**config.mk**
```make
export PLATFORM = sky130hd
export DESIGN_NAME = bist_sequencer_flat
export DESIGN_NICKNAME = d
export VERILOG_FILES = /design/src/rtl/bist_if.sv /design/src/rtl/bist_sequencer.sv /design/src/flat_wrapper.sv
export SDC_FILE = /design/constraint.sdc
export NUM_CORES = 1
export LEC_CHECK = 0
export BUFFER_PORTS_ARGS = -buffer_cell sky130_fd_sc_hd__buf_2
export CAP_MARGIN = 20
export CORE_UTILIZATION = 47
export CTS_CLUSTER_SIZE = 40
export DETAILED_ROUTE_END_ITERATION = 6
export GPL_ROUTABILITY_DRIVEN = 0
export PLACE_DENSITY = 0.76
export SLEW_MARGIN = 5
export SYNTH_ARGS = -nofsm -noshare
export SYNTH_HDL_FRONTEND = slang
export SYNTH_SLANG_ARGS = --single-unit
```
**constraint.sdc**
```tcl
create_clock -name clk -period 2.2 [get_ports clk]
set_input_delay 0.33 -clock clk [delete_from_list [all_inputs] [get_ports clk]]
set_output_delay 0.33 -clock clk [all_outputs]
set_load 0.02 [all_outputs]
```
**src/rtl/bist_if.sv**
```systemverilog
// Control/status bundle between the BIST sequencer and the test controller / BIST datapath.
// The abort signal exists only when BIST_ABORT_EN is defined.
interface bist_if #(
  parameter int unsigned SIG_W = 16,
  parameter int unsigned CNT_W = 8
);
  logic             start;
  logic [SIG_W-1:0] sig;
`ifdef BIST_ABORT_EN
  logic             abort;
`endif
  logic             lfsr_load;
  logic             lfsr_en;
  logic             misr_clr;
  logic             misr_en;
  logic             running;
  logic             bist_end;
  logic             bist_pass;
  logic [CNT_W-1:0] pattern_cnt;

  modport master (
    output start, sig,
`ifdef BIST_ABORT_EN
    output abort,
`endif
    input  lfsr_load, lfsr_en, misr_clr, misr_en, running, bist_end, bist_pass, pattern_cnt
  );

  modport slave (
    input  start, sig,
`ifdef BIST_ABORT_EN
    input  abort,
`endif
    output lfsr_load, lfsr_en, misr_clr, misr_en, running, bist_end, bist_pass, pattern_cnt
  );
endinterface

```
**src/rtl/bist_sequencer.sv**
```systemverilog
// BIST sequencer: seed load, pattern run, pipeline flush, signature compare, pass/fail report.
// Optional BIST_ABORT_EN adds an abort input that jumps any active run straight to DONE.
module bist_sequencer #(
  parameter int unsigned      N_PATTERNS = 200,
  parameter int unsigned      CNT_W      = 8,
  parameter int unsigned      SETTLE     = 2,
  parameter int unsigned      SIG_W      = 16,
  parameter logic [SIG_W-1:0] GOLDEN_SIG = 16'hA5C3
) (
  input logic   clk,
  input logic   reset,
  bist_if.slave bus
);

  localparam int unsigned      FL_W     = (SETTLE > 1) ? $clog2(SETTLE) : 1;
  localparam int unsigned      FL_LAST  = (SETTLE > 0) ? SETTLE - 1 : 0;
  localparam logic [CNT_W-1:0] CNT_LAST = CNT_W'(N_PATTERNS - 1);
  localparam logic [CNT_W-1:0] CNT_MAX  = CNT_W'(N_PATTERNS);

  typedef enum logic [2:0] {
    S_IDLE    = 3'd0,
    S_INIT    = 3'd1,
    S_RUN     = 3'd2,
    S_FLUSH   = 3'd3,
    S_COMPARE = 3'd4,
    S_DONE    = 3'd5
  } state_t;

  state_t           state_q, state_nxt;
  logic             start_q;
  logic             edge_c;
  logic             abort_c;
  logic [CNT_W-1:0] cnt_q;
  logic [FL_W-1:0]  fl_q;
  logic             pass_q;
  logic             lfsr_load_q, lfsr_en_q, misr_clr_q, misr_en_q, running_q, end_q;
  logic             lfsr_load_d, lfsr_en_d, misr_clr_d, misr_en_d, running_d, end_d;

  assign edge_c = bus.start & ~start_q;

`ifdef BIST_ABORT_EN
  assign abort_c = bus.abort;
`else
  assign abort_c = 1'b0;
`endif

  // State register plus Moore strobes registered from the next state (same timing as decoding state_q)
  always_ff @(posedge clk) begin
    if (reset) begin
      state_q     <= S_IDLE;
      start_q     <= 1'b0;
      lfsr_load_q <= 1'b0;
      lfsr_en_q   <= 1'b0;
      misr_clr_q  <= 1'b0;
      misr_en_q   <= 1'b0;
      running_q   <= 1'b0;
      end_q       <= 1'b0;
    end else begin
      state_q     <= state_nxt;
      start_q     <= bus.start;
      lfsr_load_q <= lfsr_load_d;
      lfsr_en_q   <= lfsr_en_d;
      misr_clr_q  <= misr_clr_d;
      misr_en_q   <= misr_en_d;
      running_q   <= running_d;
      end_q       <= end_d;
    end
  end

  // Next-state logic and strobe decode of the next state
  always_comb begin
    state_nxt   = state_q;
    lfsr_load_d = 1'b0;
    lfsr_en_d   = 1'b0;
    misr_clr_d  = 1'b0;
    misr_en_d   = 1'b0;
    running_d   = 1'b0;
    end_d       = 1'b0;

    case (state_q)
      S_IDLE:    if (edge_c) state_nxt = S_INIT;
      S_INIT:    state_nxt = S_RUN;
      S_RUN:     if (cnt_q == CNT_LAST) state_nxt = (SETTLE == 0) ? S_COMPARE : S_FLUSH;
      S_FLUSH:   if (fl_q == FL_W'(FL_LAST)) state_nxt = S_COMPARE;
      S_COMPARE: state_nxt = S_DONE;
      S_DONE:    if (edge_c) state_nxt = S_INIT;
      default:   state_nxt = S_IDLE;
    endcase

    if (abort_c && (state_q inside {S_INIT, S_RUN, S_FLUSH, S_COMPARE}))
      state_nxt = S_DONE;

    case (state_nxt)
      S_INIT:    begin lfsr_load_d = 1'b1; misr_clr_d = 1'b1; running_d = 1'b1; end
      S_RUN:     begin lfsr_en_d = 1'b1; misr_en_d = 1'b1; running_d = 1'b1; end
      S_FLUSH:   begin misr_en_d = 1'b1; running_d = 1'b1; end
      S_COMPARE: running_d = 1'b1;
      S_DONE:    end_d = 1'b1;
      default:   ;
    endcase
  end

  // Pattern count, flush count and verdict; an aborting RUN cycle still counts its applied pattern
  always_ff @(posedge clk) begin
    if (reset) begin
      cnt_q  <= '0;
      fl_q   <= '0;
      pass_q <= 1'b0;
    end else begin
      fl_q <= (state_q == S_FLUSH) ? fl_q + FL_W'(1) : '0;
      case (state_q)
        S_INIT: begin
          cnt_q  <= '0;
          pass_q <= 1'b0;
        end
        S_RUN:     if (cnt_q != CNT_MAX) cnt_q <= cnt_q + CNT_W'(1);
        S_COMPARE: pass_q <= (bus.sig == GOLDEN_SIG) && !abort_c;
        default:   ;
      endcase
      if (abort_c && (state_q inside {S_INIT, S_RUN, S_FLUSH, S_COMPARE}))
        pass_q <= 1'b0;
    end
  end

  assign bus.lfsr_load   = lfsr_load_q;
  assign bus.lfsr_en     = lfsr_en_q;
  assign bus.misr_clr    = misr_clr_q;
  assign bus.misr_en     = misr_en_q;
  assign bus.running     = running_q;
  assign bus.bist_end    = end_q;
  assign bus.bist_pass   = pass_q;
  assign bus.pattern_cnt = cnt_q;

endmodule
```
**src/flat_wrapper.sv**
```systemverilog
// flat-port wrapper written by rule: the top's interface ports become plain ports
module bist_sequencer_flat 
#(
  parameter int unsigned      N_PATTERNS = 200,
  parameter int unsigned      CNT_W      = 8,
  parameter int unsigned      SETTLE     = 2,
  parameter int unsigned      SIG_W      = 16,
  parameter logic [SIG_W-1:0] GOLDEN_SIG = 16'hA5C3
)
  (clk, reset, bus_start, bus_sig, bus_lfsr_load, bus_lfsr_en, bus_misr_clr, bus_misr_en, bus_running, bus_bist_end, bus_bist_pass, bus_pattern_cnt);
  bist_if #(.SIG_W(SIG_W), .CNT_W(CNT_W)) bus_i ();
  input logic clk;
  input logic reset;
  input wire logic [$bits(bus_i.start)-1:0] bus_start;
  input wire logic [$bits(bus_i.sig)-1:0] bus_sig;
  output wire logic [$bits(bus_i.lfsr_load)-1:0] bus_lfsr_load;
  output wire logic [$bits(bus_i.lfsr_en)-1:0] bus_lfsr_en;
  output wire logic [$bits(bus_i.misr_clr)-1:0] bus_misr_clr;
  output wire logic [$bits(bus_i.misr_en)-1:0] bus_misr_en;
  output wire logic [$bits(bus_i.running)-1:0] bus_running;
  output wire logic [$bits(bus_i.bist_end)-1:0] bus_bist_end;
  output wire logic [$bits(bus_i.bist_pass)-1:0] bus_bist_pass;
  output wire logic [$bits(bus_i.pattern_cnt)-1:0] bus_pattern_cnt;
  assign bus_i.start = bus_start;
  assign bus_i.sig = bus_sig;
  assign bus_lfsr_load = bus_i.lfsr_load;
  assign bus_lfsr_en = bus_i.lfsr_en;
  assign bus_misr_clr = bus_i.misr_clr;
  assign bus_misr_en = bus_i.misr_en;
  assign bus_running = bus_i.running;
  assign bus_bist_end = bus_i.bist_end;
  assign bus_bist_pass = bus_i.bist_pass;
  assign bus_pattern_cnt = bus_i.pattern_cnt;
  bist_sequencer #(.N_PATTERNS(N_PATTERNS), .CNT_W(CNT_W), .SETTLE(SETTLE), .SIG_W(SIG_W), .GOLDEN_SIG(GOLDEN_SIG)) u_core (.clk(clk), .reset(reset), .bus(bus_i));
endmodule
```
# Yosys cells after proc, flatten, opt, wreduce, memory -nomap -nowiden
# Index checks and enable logic that the tools add are counted.
# W data, S select, Z words.
word_totals:
  ff_bits: 19
  latch_bits: 0
  mem_bits_rw: 0
  romBits: 0
  inputBits: 19
  out_inout_bits: 15
  elab_cells: 49
  mem_count: 0
classes:
  addsub: 2
  mul: 0
  n_div: 0
  n_lt_le_gt_ge: 0
  eq_ne: 14
  shifts: 0
  n_mux: 12
  bitwise: 3
  n_reduce_logical: 8
ops:
  columns: ["operator", "n"]
  rows:
  - ["$eq A16 B16 Y1 const B", 1]
  - ["$pmux W8 S2", 1]
  - ["$pmux W3 S5", 1]
  - ["$eq A3 B2 Y1 const B", 4]
  - ["$eq A3 B3 Y1 const B", 4]
  - ["$mux W3", 3]
  - ["$add A8 B1 Y8 const B", 1]
  - ["$eq A8 B8 Y1 const B", 1]
  - ["$mux W8", 1]
  - ["$ne A8 B8 Y1 const B", 1]
  - ["$eq A3 B1 Y1 const B", 2]
  - ["$reduce_or A2 Y1", 3]
  - ["$mux W1", 5]
  - ["$reduce_bool A2 Y1", 2]
  - ["$reduce_or A4 Y1", 1]
  - ["$logic_not A3 Y1", 1]
  - ["$ne A2 B2 Y1 const B", 1]
  - ["$not A1 Y1", 2]
  - ["$pmux W1 S2", 1]
  - ["$reduce_and A2 Y1", 1]
  - ["$add A1 B1 Y1 const B", 1]
  - ["$and A1 B1 Y1", 1]

# Longest topological paths before layout
# Gate-level depths: netlist (run 1).
logic_depth:
  depth_word: 7
  depth_mapped: 5
  ltp_nobuf: 5

# Worst setup path before layout (run 1)
# Ideal clock, no wire load.
synth_path:
  path_kind: "reg2reg"
  startpoint: "register u_core.state_q[2]"
  endpoint: "register u_core.lfsr_en_q, in the netlist u_core.bus.lfsr_en"
  setup_ns: 0.116
  arrival_time_ns: 1.494
  required_ns: 2.084
  slack_ns: 0.590
  stages_incl_launch_ff: 5
  n_path_buf: 1
  period_less_slack_ns: 1.610
  path_cell_list: "dfxtp_1 > buf_6 > or3b_4 > or4_4 > and4_1"
synth_via:
  elab_chain_len: 5
  word_cells_on_any_way: 13
  cone_classes: "6 x eq/ne; 5 x mux; 2 x reduce/logical"
synth_rtl:
  columns: ["item", "line_no", "text"]
  rows:
  - ["start: declaration", "bist_sequencer.sv:29", "state_t state_q, state_nxt;"]
  - ["start signal: assignment", "bist_sequencer.sv:59", "state_q <= state_nxt;"]
  - ["$eq A3 B3 Y1 / $logic_not A3 Y1 (equally long branches)", "bist_sequencer.sv:80", "case (state_q)"]
  - ["$reduce_or A2 Y1 (no source line)", null, null]
  - ["$pmux W3 S5 (*)", "bist_sequencer.sv:80", null]
  - ["$eq A3 B2 Y1 (*)", "bist_sequencer.sv:93", "case (state_nxt)"]
  - ["$mux W1 (*)", "bist_sequencer.sv:93", null]
  - ["end signal: assignment", "bist_sequencer.sv:62", "lfsr_en_q <= lfsr_en_d;"]
  - ["end: declaration", "bist_sequencer.sv:36", "logic lfsr_load_q, lfsr_en_q, misr_clr_q, misr_en_q, running_q, end_q;"]
# Mark *: on every way between the ends. The rest lies on a longest branch, timed or not.
# A chain may end at the register's enable or synchronous reset.

# Worst setup path after layout (run 1)
layout_path:
  startpoint: "register u_core.state_q[1]"
  endpoint: "register u_core.lfsr_en_q, in the netlist u_core.bus.lfsr_en"
# Same word-level chain as after synthesis.

==> metrics.md, run 1 <==
| Metric | Value |
|---|---|
| IO Pins | 34 |
| Fin worst setup slack | 408 ps |
| Initial antenna violation count | 0 |
| Cell Area, Synth | 942 µm² |
| Root Driver | clkbuf_4 |
| Die height | 46.8 µm |
| Post-synthesis compound-gate area fraction | 15.5% |
| Top cell type's share of synthesized area | 40.4% |
| Worst-path fanout max | 11 |
| Syn Inst Count | 100 |
| Asr flop ratio synth | 0% |
| Post-synth EDFFs | 0 |
| 1st-pass router iterations | 4 |
| Max-Cap Viols | 0 |
| Initial Util | 52.3% |
| Clock Latency Late Sink | 290 ps |
| Post-Route WL | 1.95 mm |
| DP HPWL | 1.53 mm |
| Min Tclk post-route | 1790 ps |
| Worst path slowest cell | or4_4 |
| Largest delay share family, worst path | simple AND/OR/NAND/NOR gates |
| Post-DRT Antenna Nets | 0 |
| TritonCTS buffer count | 3 |
| All-Layer GR Usage | 21.4% |
| Int Pwr | 462 µW |
| Main area contributors after synthesis | dfxtp_1 40%, o31ai_1 4.0%, a21oi_1 3.7% |
| Setup TNS | 0 ps |
| Clock share of power | 27.6% |
| Postcts setup bufs | 0 |
| Post-CTS resize count | 0 |
| Combinational family with the most area after synthesis | simple AND/OR/NAND/NOR gates |
| Commonest cells in the netlist | 19 x dfxtp_1, 7 x a21oi_1, 6 x inv_1 |
| Largest net degree at the start of global routing | 14 |
| Top cell type by total area after synthesis | dfxtp_1 |
| Die Wd | 46.8 µm |
| Pre-CTS setup slack | 415 ps |
| Grt ovf | 0 |
| Xor and xnor area share after synthesis | 1.86% |
| Post-route cell area | 1120 µm² |
| Number of nets in the layout | 154 |
| Crit path largest cell delay | 520 ps |
| Unrepaired setup endpoints after global routing | no |
| Core area | 1800 µm² |
| Final setup viols | 0 |
| Slew @ Worst Pin | 435 ps |
| CTS tree | yes |
| Register bit total from synthesis | 19 |
| Synth warnings | 0 |
| Final Hold Viols | 0 |
| Adder-cell share of the synthesized area | 2.66% |
| Mux cell area share after synthesis | 2.12% |
| Avg Cell Area, Syn | 9.42 µm² |
| Final period util | 81.5% |
| Htree depth | 1 |
| Comb power frac | 13.7% |
| Rows | 15 |
| Internal reg-to-reg setup slack | 410 ps |
| Ys flop type | dfxtp_1 |
| Vias per cell | 5.82 |
| Routed len/inst | 12.4 µm |
| Slew HR | 71.0% |
| Worst Setup End Kind | flip-flop |
| Register share of total power | 58.8% |
| Cell Pwr Density | 559 nW/µm² |
| Post-synthesis simple-gate area fraction | 30.3% |
| Die ar. | 2190 µm² |
| Crit path required time | 2400 ps |
| Register area share after synthesis | 40.4% |
| Leak | 0.000462 µW |
| Max-slew violations | 0 |
| Buffers on Ports | 33 |
| Worst Path Arrival | 1990 ps |
| Drt drc | 0 |
| FF+latch area | 380 µm² |
| Vias | 913 |
| Layout area overhead | 19.0% |
| Sw Ratio | 26.4% |
| Maximum buffer depth of the clock tree | 2 |
| # hold bufs at CTS | 0 |
| Fillers | 168 |
| Crit Path Class | flip-flop to flip-flop |
| Hold Path Class | primary input to flip-flop |
| CP bufs+invs | 0 |
| CTS sink cnt | 19 |
| Initial DRC Count | 17 |
| Maximum VDD drop | 0.363 mV |
| Switching power total | 165 µW |
| Synth unique cells | 40 |
| Worst-path cell chain | or3b_4 > or4_4 > and4_1 |
| Run status | finished, final reports clean |
| Worst Clk Skew | 4.28 ps |
| First-pass GRT wire length | 3.31 mm |
| Synth Net Count | 121 |
| Fraction of layout cells with a size suffix above 1 | 31.1% |
| # diodes | 0 |
| Most common cell in the netlist | dfxtp_1 |
| Crit start category | flip-flop |
| Multi-input logic area | 494 µm² |
| Max Clk Rate | 0.558 GHz |
| Clock slew at reported path FFs | 110 ps |
| Vias in the first global route | 803 |
| Placement Cell Area | 1090 µm² |
[state kept, by name, summed over array words and instances (netlist names)]
name,flops
u_core.bus.lfsr_en,1
u_core.bus.misr_en,1
u_core.bus.lfsr_load,1
u_core.state_q,3
u_core.bus.running,1
u_core.start_q,1
u_core.bus.bist_pass,1
u_core.fl_q,1
u_core.bus.pattern_cnt,8
u_core.bus.bist_end,1
[layer usage]
layer / wire, µm / vias up / GRT usage, %
li1: - / 447 / -
met1: 813 / 412 / 27.3
met2: 950 / 50 / 34.4
met3: 138 / 4 / 2.31
met4: 42 / 0 / 13.7
met5: 0 / - / 0
[cells in the final DEF, fill, tap and decap left out, types with 2 or more instances in the layout]
master	instances
or4_1	4
nand4_1	3
nand4b_1	2
nor3b_1	2
nand2_1	4
and3_1	2
clkbuf_4	3
dfxtp_1	19
nand3_1	4
buf_2	33
inv_1	6
nor4_1	2
ha_1	2
mux2i_1	2
nor2_1	3
o31ai_1	5
xnor2_1	2
a21oi_1	7
o21ai_0	4
nor4bb_1	2
[final cells by class]
class / instances / share of cell area, %
Clock buffer: 3 / 2.01
Multi-Input combinational cell: 70 / 44.1
Timing Repair Buffer: 33 / 14.7
Tap cell: 25 / 2.79
Inverter: 6 / 2.01
Sequential cell: 19 / 33.9
Clock inverter: 1 / 0.446
[worst register-to-register path, delay by kind of cell (launching register included)]
| kind | cells | cell delay, ps |
|---|---|---|
| flip-flops | 1 | 510 |
| AND/OR/NAND/NOR | 3 | 1180 |
[cell families (layout without fill, tap and decap cells)]
kind of cell / Yosys count / after routing
XOR/XNOR: 2 / 2
multiplexers: 2 / 2
AND/OR/NAND/NOR: 41 / 41
buffers and inverters: 11 / 43
adder cells (fa/ha/maj): 2 / 2
flip-flops: 19 / 19
AO/OA/AOI/OAI: 23 / 23
[final timing paths]
check	from	end	depth (start not counted)
worst max-delay path	u_core.state_q[1]	u_core.bus.lfsr_en	3
worst min-delay path	bus_start	u_core.start_q	2
worst max register to register	u_core.state_q[1]	u_core.bus.lfsr_en	3
worst min register to register	u_core.bus.pattern_cnt[7]	u_core.bus.pattern_cnt[7]	2
[power by group through the flow]
stage	clock network [µW]	logic, µW	registers (µW)
after floorplan	0	55.5	380
after global placement	0	83.9	375
after detailed placement	0	85.6	377
after CTS	179	86.2	369
after global routing	193	95.3	372
final	173	85.7	369
[per-stage QoR]
step                      total power (µW)  std cells  hold WS (ps)  utilization [%]
after CTS                              634        157           267             62.2
after detailed placement               462        153           495             60.7
after global routing                   660        157           287             62.2
after global placement                 459        153           477             60.7
final                                  627        157           270             62.2
after floorplan                        435        100           458                -
(Power assumes the default switching activity.)
==> inputs of run 2 (changes only) <==
--- a/config.mk
+++ b/config.mk
@@ -5,13 +5,14 @@
 export SDC_FILE = /design/constraint.sdc
 export NUM_CORES = 1
 export LEC_CHECK = 0
+export ABC_AREA = 1
 export BUFFER_PORTS_ARGS = -buffer_cell sky130_fd_sc_hd__buf_2
 export CAP_MARGIN = 20
-export CORE_UTILIZATION = 47
+export CORE_UTILIZATION = 44
 export CTS_CLUSTER_SIZE = 40
 export DETAILED_ROUTE_END_ITERATION = 6
 export GPL_ROUTABILITY_DRIVEN = 0
-export PLACE_DENSITY = 0.76
+export PLACE_DENSITY = 0.74
 export SLEW_MARGIN = 5
 export SYNTH_ARGS = -nofsm -noshare
 export SYNTH_HDL_FRONTEND = slang
==> constraint.sdc (replaced) <==
create_clock -name clk -period 1.5 [get_ports clk]
set_input_delay 0.225 -clock clk [delete_from_list [all_inputs] [get_ports clk]]
set_output_delay 0.225 -clock clk [all_outputs]
set_load 0.02 [all_outputs]
==> run 2 against run 1 <==
Compared with the run above:
- final cell count is 38% higher
- sequential share of layout area shrank 3.0 points
- wire length is 12% higher
- sequential cell count is the same
- utilization is 6.1 points lower
- total power grew 80%
- synthesized cell count increased by 55%
- critical endpoint is now u_core.bus.pattern_cnt[1]
- largest power group unchanged
==> metrics.md, run 2 <==
| Metric | Value |
|---|---|
| Max-Cap Viols | 0 |
| DP HPWL | 1.71 mm |
| Adder-cell share of the synthesized area | 2.41% |
| Largest net degree at the start of global routing | 13 |
| Fraction of layout cells with a size suffix above 1 | 28.2% |
| First-pass GRT wire length | 3.80 mm |
| Unrepaired setup endpoints after global routing | no |
| Most common cell in the netlist | nand2_1 |
| Drt drc | 0 |
| Max FFs per register | 8 |
| Most frequent cells in the layout | 33 x buf_2, 31 x nand2_1, 27 x nor2_1, 22 x inv_1, 16 x dfxtp_1 |
| Worst-path fanout max | 10 |
| Post-synthesis compound-gate area fraction | 8.69% |
| Register bit total from synthesis | 19 |
| Combinational family with the most area after synthesis | simple AND/OR/NAND/NOR gates |
| Min Tclk post-route | 1360 ps |
| Ys flop type | dfxtp_1 |
| Htree depth | 1 |
| Cell Pwr Density | 908 nW/µm² |
| Maximum VDD drop | 0.823 mV |
| Main area contributors after synthesis | dfxtp_1 37%, nand2_1 11%, nor2_1 9.8% |
| Crit start category | flip-flop |
| Synth unique cells | 25 |
| Vias in the first global route | 950 |
| Worst path slowest cell | dfxtp_1 |
| Rows | 17 |
| Avg Cell Area, Syn | 6.69 µm² |
| Grt ovf | 0 |
| Total Power | 1130 µW |
| Crit path largest cell delay | 420 ps |
| CTS sink cnt | 19 |
| Post-Route WL | 2.18 mm |
| Final period util | 90.9% |
| Vias per cell | 4.80 |
| Run status | finished, final reports clean |
| Worst Path Arrival | 1580 ps |
| TritonCTS buffer count | 3 |
| Post-synthesis simple-gate area fraction | 39.1% |
| Synth warnings | 0 |
| Top cell type's share of synthesized area | 36.7% |
| Final std cells w/o fill | 216 |
| Worst Clk Skew | 6.42 ps |
| Max Clk Rate | 0.734 GHz |
| Finished Core Util | 56.1% |
| Register area share after synthesis | 36.7% |
| Mux cell area share after synthesis | 0% |
| Cell Area, Synth | 1040 µm² |
| Die ar. | 2560 µm² |
| IO Pins | 34 |
| Worst Setup End Kind | flip-flop |
| Clock slew at reported path FFs | 120 ps |
| Largest delay share family, worst path | simple AND/OR/NAND/NOR gates |
| CTS tree | yes |
| # diodes | 0 |
| Max-slew violations | 0 |
| Crit Path Class | flip-flop to flip-flop |
| Core area | 2210 µm² |
| Die Wd | 50.6 µm |
| Initial antenna violation count | 0 |
| Clock Latency Late Sink | 310 ps |
| Slew @ Worst Pin | 468 ps |
| Number of nets in the layout | 210 |
| Syn Inst Count | 155 |
| # hold bufs at CTS | 0 |
| Placed cells | 212 |
| Initial DRC Count | 19 |
| Initial Util | 46.9% |
| Crit path required time | 1710 ps |
| CP bufs+invs | 0 |
| Xor and xnor area share after synthesis | 0.844% |
| Top cell type by total area after synthesis | dfxtp_1 |
| Commonest cells in the netlist | 31 x nand2_1, 27 x nor2_1, 22 x inv_1 |
| Maximum buffer depth of the clock tree | 2 |
| 1st-pass router iterations | 4 |
| Hold Path Class | primary input to flip-flop |
| Synth Net Count | 176 |
| Post-CTS resize count | 0 |
| Leak | 0.000613 µW |
| Worst-path cell chain | nand2_1 > nor2_1 > nand2_1 > nand2_2 > nand2_4 > o21ai_0 > nor2_1 |
| All-Layer GR Usage | 19.4% |
| Setup TNS | 0 ps |
| Commonest non-fill, non-tap cell in the layout | buf_2 |
| Asr flop ratio synth | 0% |
| Postcts setup bufs | 0 |
| Vias | 1036 |
| Buffers on Ports | 33 |
| Final setup viols | 0 |
| Routed len/inst | 10.1 µm |
| Layout area overhead | 19.7% |
| Slew HR | 68.6% |
| Root Driver | clkbuf_4 |
| Hold WS | 133 ps |
| Internal reg-to-reg setup slack | 140 ps |
| Post-synth EDFFs | 0 |
| Final Hold Viols | 0 |
| Post-DRT Antenna Nets | 0 |
| Die height | 50.6 µm |
==> run 2: cell types whose count changed after synthesis, moves of 3 or more <==
cell,delta
nand2_1,+27
nor2_1,+24
inv_1,+16
nand3_1,+10
o31ai_1,-5
inv_2,+4
or4_1,-4
nand2_2,+3
==> run 2: cell families (layout without fill, tap and decap cells) <==
group	Yosys count	count (layout)
AND/OR/NAND/NOR	87	87
flip-flops	19	19
adder cells (fa/ha/maj)	2	2
XOR/XNOR	1	1
buffers and inverters	30	63
AO/OA/AOI/OAI	16	16
==> run 2: worst paths after layout <==
check / start / endpoint / cells past startpoint
worst max-delay path: u_core.bus.pattern_cnt[6] / u_core.bus.pattern_cnt[1] / 7
worst min-delay path: bus_start / u_core.start_q / 3
worst min register to register: u_core.fl_q / u_core.fl_q / 1
worst max register to register: u_core.bus.pattern_cnt[6] / u_core.bus.pattern_cnt[1] / 7
==> run 2: area by class of cell <==
type,instances,area (µm²)
fill,221,971
timing repair buffer,33,165
multi-input combinational,106,529
sequential,19,384
clock inverter,1,7.51
inverter,26,97.6
clock buffer,3,22.5
tap,28,35.0
==> run 2: metal layers <==
layer,vias up,part of all wire (%),track usage [%]
met1,453,45,22.8
met5,-,0,0
met3,4,4.2,5.76
li1,554,-,-
met4,0,1.4,4.17
met2,25,49,34.4
==> run 2: tightest hold or removal path, stage by stage <==
cell and delay [ps]:
buf_2 110, inv_1 40, nor2_1 30
==> run 2: per-stage QoR <==
| stage | instance area, µm² | setup WS (ps) |
|---|---|---|
| 2_1_floorplan | 1040 | 88.3 |
| 3_3_place_gp | 1210 | 131 |
| 3_5_place_dp | 1210 | 110 |
| 4_1_cts | 1240 | 88.8 |
| 5_1_grt | 1240 | 20.8 |
| 6_report | 1240 | 137 |
==> run 2: power breakdown <==
part	switching, µW	leakage, µW	internal, µW
Combinational	177	0.000443	98.9
Clock	175	0.0000139	102
Sequential	33.3	0.000156	542
==> inputs of run 3 (changes only) <==
--- a/config.mk
+++ b/config.mk
@@ -6,13 +6,13 @@
 export NUM_CORES = 1
 export LEC_CHECK = 0
 export ABC_AREA = 1
-export BUFFER_PORTS_ARGS = -buffer_cell sky130_fd_sc_hd__buf_2
 export CAP_MARGIN = 20
-export CORE_UTILIZATION = 44
+export CORE_UTILIZATION = 54
 export CTS_CLUSTER_SIZE = 40
 export DETAILED_ROUTE_END_ITERATION = 6
+export DONT_BUFFER_PORTS = 1
 export GPL_ROUTABILITY_DRIVEN = 0
-export PLACE_DENSITY = 0.74
+export PLACE_DENSITY = 0.72
 export SLEW_MARGIN = 5
 export SYNTH_ARGS = -nofsm -noshare
 export SYNTH_HDL_FRONTEND = slang
==> run 3 against run 2 <==
Compared with the run above:
- fmax is 1.7% lower
- combinational power is 20% lower
- clock-buffer cell count stayed put
- first-iteration DRC count is 63% higher
- utilization is 9.1 points higher
- critical path type unchanged
- die area is 18% lower
- worst setup slack worse by 24 ps
==> metrics.md, run 3 (synthesis results as in run 2) <==
| Metric | Value |
|---|---|
| Vias per cell | 5.18 |
| Crit path required time | 1700 ps |
| Clock share of power | 24.1% |
| Rows | 15 |
| Sw Ratio | 33.6% |
| Max FFs per register | 8 |
| Leak | 0.000518 µW |
| Commonest non-fill, non-tap cell in the layout | nand2_1 |
| Clock Latency Late Sink | 300 ps |
| FF+latch area | 385 µm² |
| Initial DRC Count | 31 |
| Worst Clk Skew | 11.7 ps |
| Hold EP | u_core.bus.pattern_cnt[1] |
| Pre-CTS setup slack | 113 ps |
| Crit path largest cell delay | 360 ps |
| Worst Path Arrival | 1590 ps |
| CP bufs+invs | 2 |
| CTS sink cnt | 19 |
| Root Driver | clkbuf_4 |
| Min Tclk post-route | 1390 ps |
| Vias | 985 |
| # diodes | 0 |
| Register share of total power | 55.7% |
| Final Hold Viols | 0 |
| CTS tree | yes |
| Worst setup path startpoint | u_core.bus.pattern_cnt[0] |
| Crit Path Class | flip-flop to flip-flop |
| Cell count of the worst reg-to-reg path | 9 |
| Initial antenna violation count | 0 |
| Core area | 1760 µm² |
| Max Clk Rate | 0.721 GHz |
| Worst path slowest cell | dfxtp_2 |
| Worst Setup End Kind | flip-flop |
| 1st-pass router iterations | 4 |
| Die Wd | 45.8 µm |
| Vias in the first global route | 783 |
| All-Layer GR Usage | 22.0% |
| Fin worst setup slack | 113 ps |
| Slew HR | 67.5% |
| Max-slew violations | 0 |
| Fraction of layout cells with a size suffix above 1 | 17.6% |
| Hold WS | 154 ps |
| Comb power frac | 20.2% |
| Worst-path fanout max | 10 |
| RR Endpoint | u_core.bus.pattern_cnt[1] |
| Die height | 45.8 µm |
| Layout area overhead | 11.0% |
| TritonCTS buffer count | 3 |
| Setup TNS | 0 ps |
| Crit start category | flip-flop |
| Placement Cell Area | 1100 µm² |
| Max-Cap Viols | 0 |
| Final setup viols | 0 |
| Internal reg-to-reg setup slack | 110 ps |
| Drt drc | 0 |
| Run status | finished, final reports clean |
| Hold depth | 3 |
| Final period util | 92.4% |
| Grt ovf | 0 |
| Min-delay src | reset |
| Multi-input logic area | 529 µm² |
| Switching power total | 365 µW |
| Post-DRT Antenna Nets | 0 |
| Hold Path Class | primary input to flip-flop |
| IO Pins | 34 |
| First-pass GRT wire length | 3.26 mm |
| Largest net degree at the start of global routing | 12 |
| Initial Util | 58.8% |
| DP HPWL | 1.65 mm |
| Reg2reg start | u_core.bus.pattern_cnt[0] |
| Die ar. | 2100 µm² |
| Postcts setup bufs | 0 |
| Worst-path cell chain | inv_1 > ha_1 > inv_1 > nor2_1 > nand2_1 > nand2_2 > nand2_4 > o21ai_0 > nor2_1 |
| Int Pwr | 721 µW |
| Fillers | 166 |
| Total Power | 1090 µW |
| Routed len/inst | 11.0 µm |
| Most frequent cells in the layout | 31 x nand2_1, 27 x nor2_1, 22 x inv_1, 15 x dfxtp_1, 14 x nand3_1 |
| Unrepaired setup endpoints after global routing | no |
| Largest delay share family, worst path | simple AND/OR/NAND/NOR gates |
| Post-Route WL | 2.09 mm |
| Maximum buffer depth of the clock tree | 2 |
| Buffers on Ports | 0 |
| Number of nets in the layout | 187 |
| Maximum VDD drop | 0.710 mV |
| Slew @ Worst Pin | 486 ps |
| Clock slew at reported path FFs | 120 ps |
| Htree depth | 1 |
| Cell Pwr Density | 943 nW/µm² |
| Post-route cell area | 1150 µm² |
## run 3: cell types whose count changed in the layout (fill, tap and decap cells not counted), sizes merged
cell,before,now
buf,33,8
dlygate4sd3,0,2
clkinv,0,1
clkinvlp,1,0
## run 3: how the worst max path moves through the flow
stage / to / slack, ps / depth (start not counted)
2_1_floorplan: u_core.bus.pattern_cnt[7] / 90 / 10
3_3_place_gp: u_core.bus.pattern_cnt[1] / 140 / 9
3_5_place_dp: u_core.bus.pattern_cnt[6] / 110 / 10
4_1_cts: u_core.bus.pattern_cnt[7] / 80 / 10
5_1_grt: u_core.bus.pattern_cnt[7] / 9 / 9
6_report: u_core.bus.pattern_cnt[1] / 110 / 9
## run 3: layer usage
layer	GRT usage (%)	part of all wire [%]	vias up
met1	29.1	46	434
met5	0	0	-
met4	8.24	0.72	0
met3	4.37	6.1	2
met2	35.1	48	38
li1	-	-	511
## run 3: power by group through the flow
stage / Combinational (µW) / Sequential (µW) / Clock [µW]
4_1_cts: 219 / 602 / 266
6_report: 219 / 605 / 261
3_5_place_dp: 214 / 613 / 0
2_1_floorplan: 187 / 603 / 0
3_3_place_gp: 206 / 612 / 0
5_1_grt: 249 / 610 / 291
## run 3: stage by stage
stage	cells	utilization, %
finish	190	65.2
global route	190	65.2
CTS	189	64.4
detailed placement	184	62.3
global placement	184	62.3
floorplan	155	-
## run 3: final cells by class
| class | instances | area share [%] |
|---|---|---|
| multi-input combinational | 106 | 46.0 |
| sequential | 19 | 33.5 |
| inverter | 26 | 8.48 |
| timing repair buffer | 10 | 6.96 |
| tap | 25 | 2.72 |
| clock buffer | 3 | 1.96 |
| clock inverter | 1 | 0.435 |
## run 3: worst register-to-register path, stage by stage, from the launching register on
cell and delay, ps:
dfxtp_2 360, inv_1 100, ha_1 150, inv_1 40
nor2_1 100, nand2_1 100, nand2_2 120, nand2_4 100
o21ai_0 160, nor2_1 60
## run 3: timing repair
item | CTS | global route
hold buffers | 1 | 1
resized for setup | 0 | 4
endpoints found under the setup margin | 0 | 6
endpoints found under the hold margin | 7 | 1
